**src/rtl/mem_arb_pkg.sv**
```systemverilog
// Shared types for the unified instruction/data memory arbiter.
package mem_arb_pkg;
  typedef enum logic [1:0] {ST_IDLE, ST_REQ, ST_WAIT} arb_state_e;
  typedef enum logic [1:0] {OWN_NONE, OWN_IF, OWN_DM} arb_owner_e;
  localparam logic [31:0] NOP_INSTR = 32'h0000_0013;
endpackage

```
**src/rtl/mem_arb_watchdog.sv**
```systemverilog
// Transaction timer: counts while start is high, expires after TIMEOUT counted cycles.
module mem_arb_watchdog #(
  parameter int TIMEOUT = 64
) (
  input  logic clk,
  input  logic rst,
  input  logic start,
  input  logic clear,
  output logic expire
);
  logic [9:0] cnt;

  assign expire = start && (cnt == 10'(TIMEOUT - 1));

  always_ff @(posedge clk or negedge rst) begin
    if (!rst)                 cnt <= '0;
    else if (clear)           cnt <= '0;
    else if (start && !expire) cnt <= cnt + 10'd1;
  end
endmodule

```
**src/rtl/unified_mem_arbiter.sv**
```systemverilog
// Arbitrates fetch and data ports onto one single-port memory, one transaction in flight.
module unified_mem_arbiter
  import mem_arb_pkg::*;
#(
  parameter int STREAK_MAX = 4,
  parameter int TIMEOUT    = 64
) (
  input  logic        clk,
  input  logic        rst,
  input  logic        if_req,
  input  logic [31:0] if_addr,
  output logic [31:0] if_rdata,
  output logic        if_rvalid,
  input  logic        dm_req,
  input  logic        dm_we,
  input  logic [31:0] dm_addr,
  input  logic [3:0]  dm_be,
  input  logic [31:0] dm_wdata,
  output logic [31:0] dm_rdata,
  output logic        dm_rvalid,
  output logic        if_stall,
  output logic        dm_stall,
  output logic        mem_req,
  input  logic        mem_gnt,
  output logic        mem_we,
  output logic [31:0] mem_addr,
  output logic [3:0]  mem_be,
  output logic [31:0] mem_wdata,
  input  logic        mem_rvalid,
  input  logic [31:0] mem_rdata,
  output logic        bus_err
);
  arb_state_e  state, state_nxt;
  arb_owner_e  owner, owner_nxt;
  logic [2:0]  streak;
  logic [31:0] if_rdata_q, dm_rdata_q;
  logic        grant_if, grant_dm, done, abort, fin, expire;
  logic        tmr_run, tmr_clear;

  assign tmr_run   = (state != ST_IDLE);
  assign tmr_clear = (state == ST_IDLE) || (state == ST_REQ && mem_gnt);

  mem_arb_watchdog #(.TIMEOUT(TIMEOUT)) u_wdog (
    .clk(clk), .rst(rst), .start(tmr_run), .clear(tmr_clear), .expire(expire)
  );

  always_comb begin
    state_nxt = state;
    owner_nxt = owner;
    grant_if  = (state == ST_IDLE) && if_req && (!dm_req || streak == 3'(STREAK_MAX));
    grant_dm  = (state == ST_IDLE) && dm_req && !grant_if;
    // A real response, or a grant in REQ, beats a simultaneous timeout.
    done      = (state == ST_WAIT) && mem_rvalid;
    abort     = expire && !done && !(state == ST_REQ && mem_gnt);
    fin       = done || abort;
    case (state)
      ST_IDLE: begin
        if (grant_if)      begin state_nxt = ST_REQ; owner_nxt = OWN_IF; end
        else if (grant_dm) begin state_nxt = ST_REQ; owner_nxt = OWN_DM; end
      end
      ST_REQ: begin
        if (mem_gnt)    state_nxt = ST_WAIT;
        else if (abort) begin state_nxt = ST_IDLE; owner_nxt = OWN_NONE; end
      end
      ST_WAIT: begin
        if (fin) begin state_nxt = ST_IDLE; owner_nxt = OWN_NONE; end
      end
      default: begin state_nxt = ST_IDLE; owner_nxt = OWN_NONE; end
    endcase
    // A requester that dropped its req no longer gets a completion pulse.
    if_rvalid = fin && (owner == OWN_IF) && if_req;
    dm_rvalid = fin && (owner == OWN_DM) && dm_req;
    if_rdata  = if_rvalid ? (done ? mem_rdata : NOP_INSTR) : if_rdata_q;
    dm_rdata  = dm_rvalid ? (done ? mem_rdata : 32'h0)     : dm_rdata_q;
  end

  assign mem_req  = (state == ST_REQ);
  assign if_stall = if_req && !if_rvalid;
  assign dm_stall = dm_req && !dm_rvalid;

  always_ff @(posedge clk or negedge rst) begin
    if (!rst) begin
      state      <= ST_IDLE;
      owner      <= OWN_NONE;
      streak     <= '0;
      bus_err    <= 1'b0;
      if_rdata_q <= '0;
      dm_rdata_q <= '0;
      mem_we     <= 1'b0;
      mem_addr   <= '0;
      mem_be     <= '0;
      mem_wdata  <= '0;
    end else begin
      state <= state_nxt;
      owner <= owner_nxt;
      if (abort)     bus_err    <= 1'b1;
      if (if_rvalid) if_rdata_q <= if_rdata;
      if (dm_rvalid) dm_rdata_q <= dm_rdata;
      if (grant_if) begin
        streak    <= '0;
        mem_we    <= 1'b0;
        mem_addr  <= if_addr;
        mem_be    <= '0;
        mem_wdata <= '0;
      end else if (grant_dm) begin
        streak    <= if_req ? ((streak == 3'd7) ? streak : streak + 3'd1) : 3'd0;
        mem_we    <= dm_we;
        mem_addr  <= dm_addr;
        mem_be    <= dm_be;
        mem_wdata <= dm_wdata;
      end
    end
  end
endmodule

```
**config.mk**
```make
export PLATFORM = sky130hd
export DESIGN_NAME = unified_mem_arbiter
export DESIGN_NICKNAME = d
export VERILOG_FILES = /design/src/rtl/mem_arb_pkg.sv /design/src/rtl/mem_arb_watchdog.sv /design/src/rtl/unified_mem_arbiter.sv
export SDC_FILE = /design/constraint.sdc
export NUM_CORES = 1
export LEC_CHECK = 0
export ABC_AREA = 0
export BUFFER_PORTS_ARGS = -buffer_cell sky130_fd_sc_hd__buf_2
export CORE_MARGIN = 2
export CORE_UTILIZATION = 54
export DETAILED_ROUTE_END_ITERATION = 16
export PLACE_DENSITY = 0.88
export REMOVE_ABC_BUFFERS = 1
export SKIP_CTS_REPAIR_TIMING = 1
export SLEW_MARGIN = 10
export SYNTH_ARGS = -nofsm -noshare
export SYNTH_HDL_FRONTEND = slang
export SYNTH_HIERARCHICAL = 1
export SYNTH_SLANG_ARGS = --single-unit
```
**constraint.sdc**
```tcl
create_clock -name clk -period 6.7 [get_ports clk]
set_clock_uncertainty 0.05 [all_clocks]
set_input_delay 1.34 -clock clk [delete_from_list [all_inputs] [get_ports clk]]
set_output_delay 1.34 -clock clk [all_outputs]
set_load 0.03 [all_outputs]
```
# ---- Yosys cells after proc, flatten, opt, wreduce, memory -nomap -nowiden
# Index checks and enable logic that the tools add are counted.
dict set report classes {
  add_sub_neg 2
  multipliers 0
  div_mod_pow 0
  n_lt_le_gt_ge 0
  n_eq_ne 13
  n_shift 0
  n_mux 28
  bitwise_logic 0
  n_reduce_logical 33
}
# cell count
set ops {}
lappend ops {{$mux W32} 8}
lappend ops {{$mux W10} 2}
lappend ops {{$logic_and A1 B1 Y1} 16}
lappend ops {{$mux W2} 8}
lappend ops {{$mux W3} 4}
lappend ops {{$pmux W2 S3} 2}
lappend ops {{$add A10 B1 Y10 const B} 1}
lappend ops {{$eq A10 B6 Y1 const B} 1}
lappend ops {{$mux W4} 2}
lappend ops {{$logic_not A1 Y1} 7}
lappend ops {{$eq A3 B3 Y1 const B} 2}
lappend ops {{$ne A3 B3 Y1 const B} 2}
lappend ops {{$reduce_bool A2 Y1} 3}
lappend ops {{$eq A2 B1 Y1 const B} 2}
lappend ops {{$eq A2 B2 Y1 const B} 2}
lappend ops {{$ne A2 B2 Y1 const B} 2}
lappend ops {{$reduce_and A4 Y1} 1}
lappend ops {{$add A3 B1 Y3 const B} 1}
lappend ops {{$logic_or A1 B1 Y1} 3}
lappend ops {{$ne A3 B1 Y1 const B} 1}
lappend ops {{$reduce_and A3 Y1} 1}
lappend ops {{$logic_not A2 Y1} 1}
lappend ops {{$mux W1} 2}
lappend ops {{$ne A2 B1 Y1 const B} 1}
lappend ops {{$reduce_and A2 Y1} 1}
dict set report word_totals {
  ff_bits 151
  latch_bits 0
  mem_bits_rw 0
  mem_bits_ro 0
  inputBits 139
  out_inout_bits 139
  word_cells 87
  mem_count 0
}

# ---- Depth between registers and ports, before layout
dict set report depth {
  depth_word 10
  depth_mapped 11
  mapped_depth_nobuf 8
}

# ---- By module
# The synthesis kept the hierarchy.
# module instances cells_per_inst area_each_um2 seq_area_each_um2
set modules_own_cells {}
lappend modules_own_cells {unified_mem_arbiter 1 493 7164.4 3528.4}
lappend modules_own_cells {mem_arb_watchdog 1 59 593.1 250.2}

# ---- Worst setup path before layout
# OpenSTA, ideal clock, no wires.
dict set report synth_timing {
  kind {register to output}
  start {reg state[0]}
  end {out dm_rdata[0]}
  arrival_time_ns 3.057
  required_ns 5.310
  slack_ns 2.253
  stages_incl_launch_ff 12
  path_buffers 3
  path_cell_list {dfrtp_1 -> nor2_1 -> clkinv_1 -> clkbuf_1 -> nand3_1 -> nor2_1 -> and2_1 -> a21bo_4 -> a221oi_4 -> buf_6 -> buf_12 -> mux2i_1}
}
dict set report synth_between {
  elab_cells_between_ends 15
  cone_classes {eq/ne: 2; mux: 2; reduce/logical: 11}
}
# item line_no
set synth_lines {}
lappend synth_lines {{start, declared} unified_mem_arbiter.sv:33} ;# arb_state_e state, state_nxt;
lappend synth_lines {{start signal, assigned} unified_mem_arbiter.sv:94} ;# state <= state_nxt;
lappend synth_lines {{$reduce_bool A2 Y1} unified_mem_arbiter.sv:40} ;# assign tmr_run = (state != ST_IDLE);
lappend synth_lines {{named net tmr_run} unified_mem_arbiter.sv:38} ;# logic tmr_run, tmr_clear;
lappend synth_lines {{$logic_and A1 B1 Y1} mem_arb_watchdog.sv:13} ;# assign expire = start && (cnt == 10'(TIMEOUT - 1));
lappend synth_lines {{named net expire} unified_mem_arbiter.sv:37} ;# logic grant_if, grant_dm, done, abort, fin, expire;
lappend synth_lines {{$logic_and A1 B1 Y1 (2 in series)} unified_mem_arbiter.sv:54} ;# abort = expire && !done && !(state == ST_REQ && mem_gnt);
lappend synth_lines {{$logic_or A1 B1 Y1} unified_mem_arbiter.sv:55} ;# fin = done || abort;
lappend synth_lines {{$logic_and A1 B1 Y1 (2 in series)} unified_mem_arbiter.sv:72} ;# dm_rvalid = fin && (owner == OWN_DM) && dm_req;
lappend synth_lines {{named net dm_rvalid} unified_mem_arbiter.sv:20} ;# output logic dm_rvalid,
lappend synth_lines {{$mux W32} unified_mem_arbiter.sv:74} ;# dm_rdata = dm_rvalid ? (done ? mem_rdata : 32'h0) : dm_rdata_q;
lappend synth_lines {{end, declared} unified_mem_arbiter.sv:19} ;# output logic [31:0] dm_rdata,
# The timed path passes the listed nets, and every way through them passes these cells.

# ---- Final worst setup path
dict set report layout_timing {
  start {reg state[0]}
  end {out if_rdata[9]}
}
dict set report layout_between {
  elab_cells_between_ends 15
  cone_classes {eq/ne: 2; mux: 2; reduce/logical: 11}
}
# item line_no
set layout_lines {}
lappend layout_lines {{$reduce_bool A2 Y1} unified_mem_arbiter.sv:40}
lappend layout_lines {{$logic_and A1 B1 Y1} mem_arb_watchdog.sv:13}
lappend layout_lines {{named net expire} unified_mem_arbiter.sv:37}
lappend layout_lines {{$logic_and A1 B1 Y1 (2 in series)} unified_mem_arbiter.sv:54}
lappend layout_lines {{$logic_or A1 B1 Y1} unified_mem_arbiter.sv:55}
lappend layout_lines {{$logic_and A1 B1 Y1 (2 in series)} unified_mem_arbiter.sv:71} ;# if_rvalid = fin && (owner == OWN_IF) && if_req;
lappend layout_lines {{$mux W32} unified_mem_arbiter.sv:73} ;# if_rdata = if_rvalid ? (done ? mem_rdata : NOP_INSTR) : if_rdata_q;
lappend layout_lines {{end, declared} unified_mem_arbiter.sv:12} ;# output logic [31:0] if_rdata,
# The timed path passes the listed nets, and every way through them passes these cells.

==> results.md <==
* Status: finished clean
* Most frequent cell after synthesis: dfrtp_1
* Maximum vdd drop at 0.0002982 V
* Required time of the critical path at 5310 ps
* Chip Width at roughly 120 um
* Final setup TNS at 0 ps
* Via count at 5669
* First-pass GRT wire length at 28.73 mm
* Worst endpoint data arrival time at 3630 ps
* RSZ-0062 raised after global routing: no
* Largest net degree at the start of global routing at approximately 110
* Clk_lat worst skew at ~410 ps
* Mapped cell area at approximately 7800 um2
* Synth cell types at 51
* Yosys reg bits at 151
* Clk root buf: clkbuf_16
* Fmax at approximately 0.20 GHz
* Worst Setup Start Kind: flip-flop
* Dominant synthesized flop cell: dfrtp_1
* Highest Signal Layer: met4
* DR iter-0 viols at between 400 and 500
* # DRC at 0
* Part of the Yosys area used for sequential elements at 48.71%
* CP dominant cell by count: nor2_1
* Global route overflow at 0
* Slew headroom at between 30% and 40%
* Share of cells above drive strength 1 at a little under 60%
* Yosys warnings at 6
* Maximum clock path buffer count at 2
* Placed insts at 980
* Antenna Nets Post-Route at 0
* Fin util at roughly 70%
* Least-Margin Pin Slew at approximately 950 ps
* CP Class: reg -> out
* Clk sinks at roughly 150
* CP Buf/Inv Count at 3
* Metal-1 WL at roughly 7.6 mm
* Final nets at approximately 960
* Number of CTS-inserted buffers at 17
* Row count at 43
* Period utilization at roughly 75%
* Final setup fails at 0
* Final hold violation count at 0
* Yosys top cell area share at 48.71%
* Mapped Avg Cell Area at roughly 14 um2
* EDFF count, synth at 0
* Crit path time final at between 5000 and 6000 ps
* Synth area leader: dfrtp_1
* Vias in the first global route at 5434
* Area Growth Syn to Fin at 25.08%
* Max-Cap Viols at 0
* DR WL met2 at roughly 9.8 mm
* Slowest stage cell, crit path: a221oi_4
* Post-synth top cells: dfrtp_1 (151), mux2_4 (92), a22o_1 (39), mux2_2 (34), o21bai_1 (33)
* Placeable Area at between 10000 and 15000 um2
* Crit path cell chain: nor2_1, clkinv_1, nand3_1, nor2_1, and2_1, a21bo_4, a221oi_4, buf_12, mux2_4, buf_2
* Routed length on met3 at about 1.3 mm
* Die height at roughly 120 um
* Async SR Flop Fraction at 100.0%
* Post-Route WL at ~19 mm
* Drt wl/cell at 18.91 um
* PwrDens at 391.3 nW/um2
* Syn Inst Count at approximately 550
* Crit. End Element: output pin
* Hold Path Class: reg -> reg
* CTS tree: yes
* Crit path largest cell delay at 660 ps
* Layout Cells excl Fill at 1012
* CTS clk-pin slew, worst paths at 60 ps
* First-pass detailed-route iteration total at 7
* Antenna cells at 0
* Port Buffers at about 280
* Drt via density at roughly 5.6
* Die ar. at 15340 um2
* Leak Pwr at about 4.9 nW
* Total track usage at roughly a quarter
* Ports at approximately 280
* Top post-synthesis cells by area: dfrtp_1 (49%), mux2_4 (18%), mux2_2 (4.9%)
* H-tree levels at 4
* CP max FO at 55
* Largest delay contributor family on the critical path: compound AO/OA/AOI/OAI gates
* Initial antenna violation count at 0
* Placer congestion estimate at 0.8297
* Hpwl dp at ~14 mm
* Max Slew Vio Count at 0
* Effective utilization at floorplan at between 50% and 60%
==> kinds of logic after synthesis <==
| logic type | count (synthesis) | synth area share [%] |
|---|---|---|
| buffers and inverters | 55 | 5.258 |
| and+or+nand+nor | 74 | 6.032 |
| AOI/OAI and AO/OA | 135 | 15.71 |
| adders and majority gates | 4 | 0.6452 |
| DFF | 151 | 48.71 |
| muxes | 133 | 23.65 |
==> power by group <==
group / internal [mW] / leakage (nW) / total, mW / switching [mW]
combinational: 0.602 / 2.72 / 1.59 / 0.992
sequential: 1.16 / 1.95 / 1.31 / 0.146
clock: 0.491 / 0.274 / 0.896 / 0.406
total: 2.25 / 4.94 / 3.80 / 1.54
==> placed cells by master (no fill, tap or decap), drive strengths merged, types with 3 or more instances in the layout <==
| cell | n |
|---|---|
| nand3 | 5 |
| dfrtp | 151 |
| clkbuf | 17 |
| a221oi | 3 |
| clkinv | 6 |
| mux2 | 126 |
| o21ai | 4 |
| o221a | 32 |
| a211oi | 4 |
| a22o | 39 |
| ha | 4 |
| nand3b | 3 |
| o21bai | 33 |
| nor2 | 6 |
| nand2 | 5 |
| a21oi | 6 |
| nor2b | 3 |
| inv | 22 |
| and2 | 32 |
| buf | 288 |
| nand2b | 6 |
| mux2i | 7 |
==> stage by stage <==
step	hold WS (ps)	power, mW	setup slack, ps	area [um2]
finish	414.0	3.797	1681	9703
global route	434.1	3.991	1463	9703
CTS	416.4	3.825	1665	9703
detailed placement	400.1	2.912	1944	9138
global placement	396.2	2.865	2000	9138
floorplan	430.9	2.402	171.6	7406
==> area by class of cell <==
cell class                 count  area (um2)
fill                         977        4232
sequential                   151        3779
multi-input combinational    346        3577
timing repair buffer         288        1500
clock buffer                  17       425.4
tap                          180       225.2
clock inverter                15       140.1
inverter                      15       56.30
==> registers in the layout, indices dropped and copies added (netlist names) <==
register    count
mem_be          4
mem_wdata      32
mem_we          1
mem_addr       32
if_rdata_q     32
streak          3
owner           2
state           2
bus_err         1
dm_rdata_q     32
u_wdog/cnt     10
==> layer usage <==
layer  global-route usage [%]  up-vias
li1                         -     2620
met1                    31.29     2776
met2                    41.96      245
met3                    6.044       28
met4                    8.736        0
met5                        0        -
==> final timing paths <==
path | startpoint | to | slack (ps) | cells past startpoint
max | state[0] | if_rdata[9] | 1680 | 10
min | bus_err | bus_err | 410 | 1
max reg2reg | state[0] | if_rdata_q[12] | 3310 | 10
min reg2reg | bus_err | bus_err | 410 | 1
max in group asynchronous | rst | mem_wdata[3] | 4420 | 2
min in group asynchronous | rst | dm_rdata_q[1] | 950 | 1
Note: power is estimated with default switching activity, not from simulation.
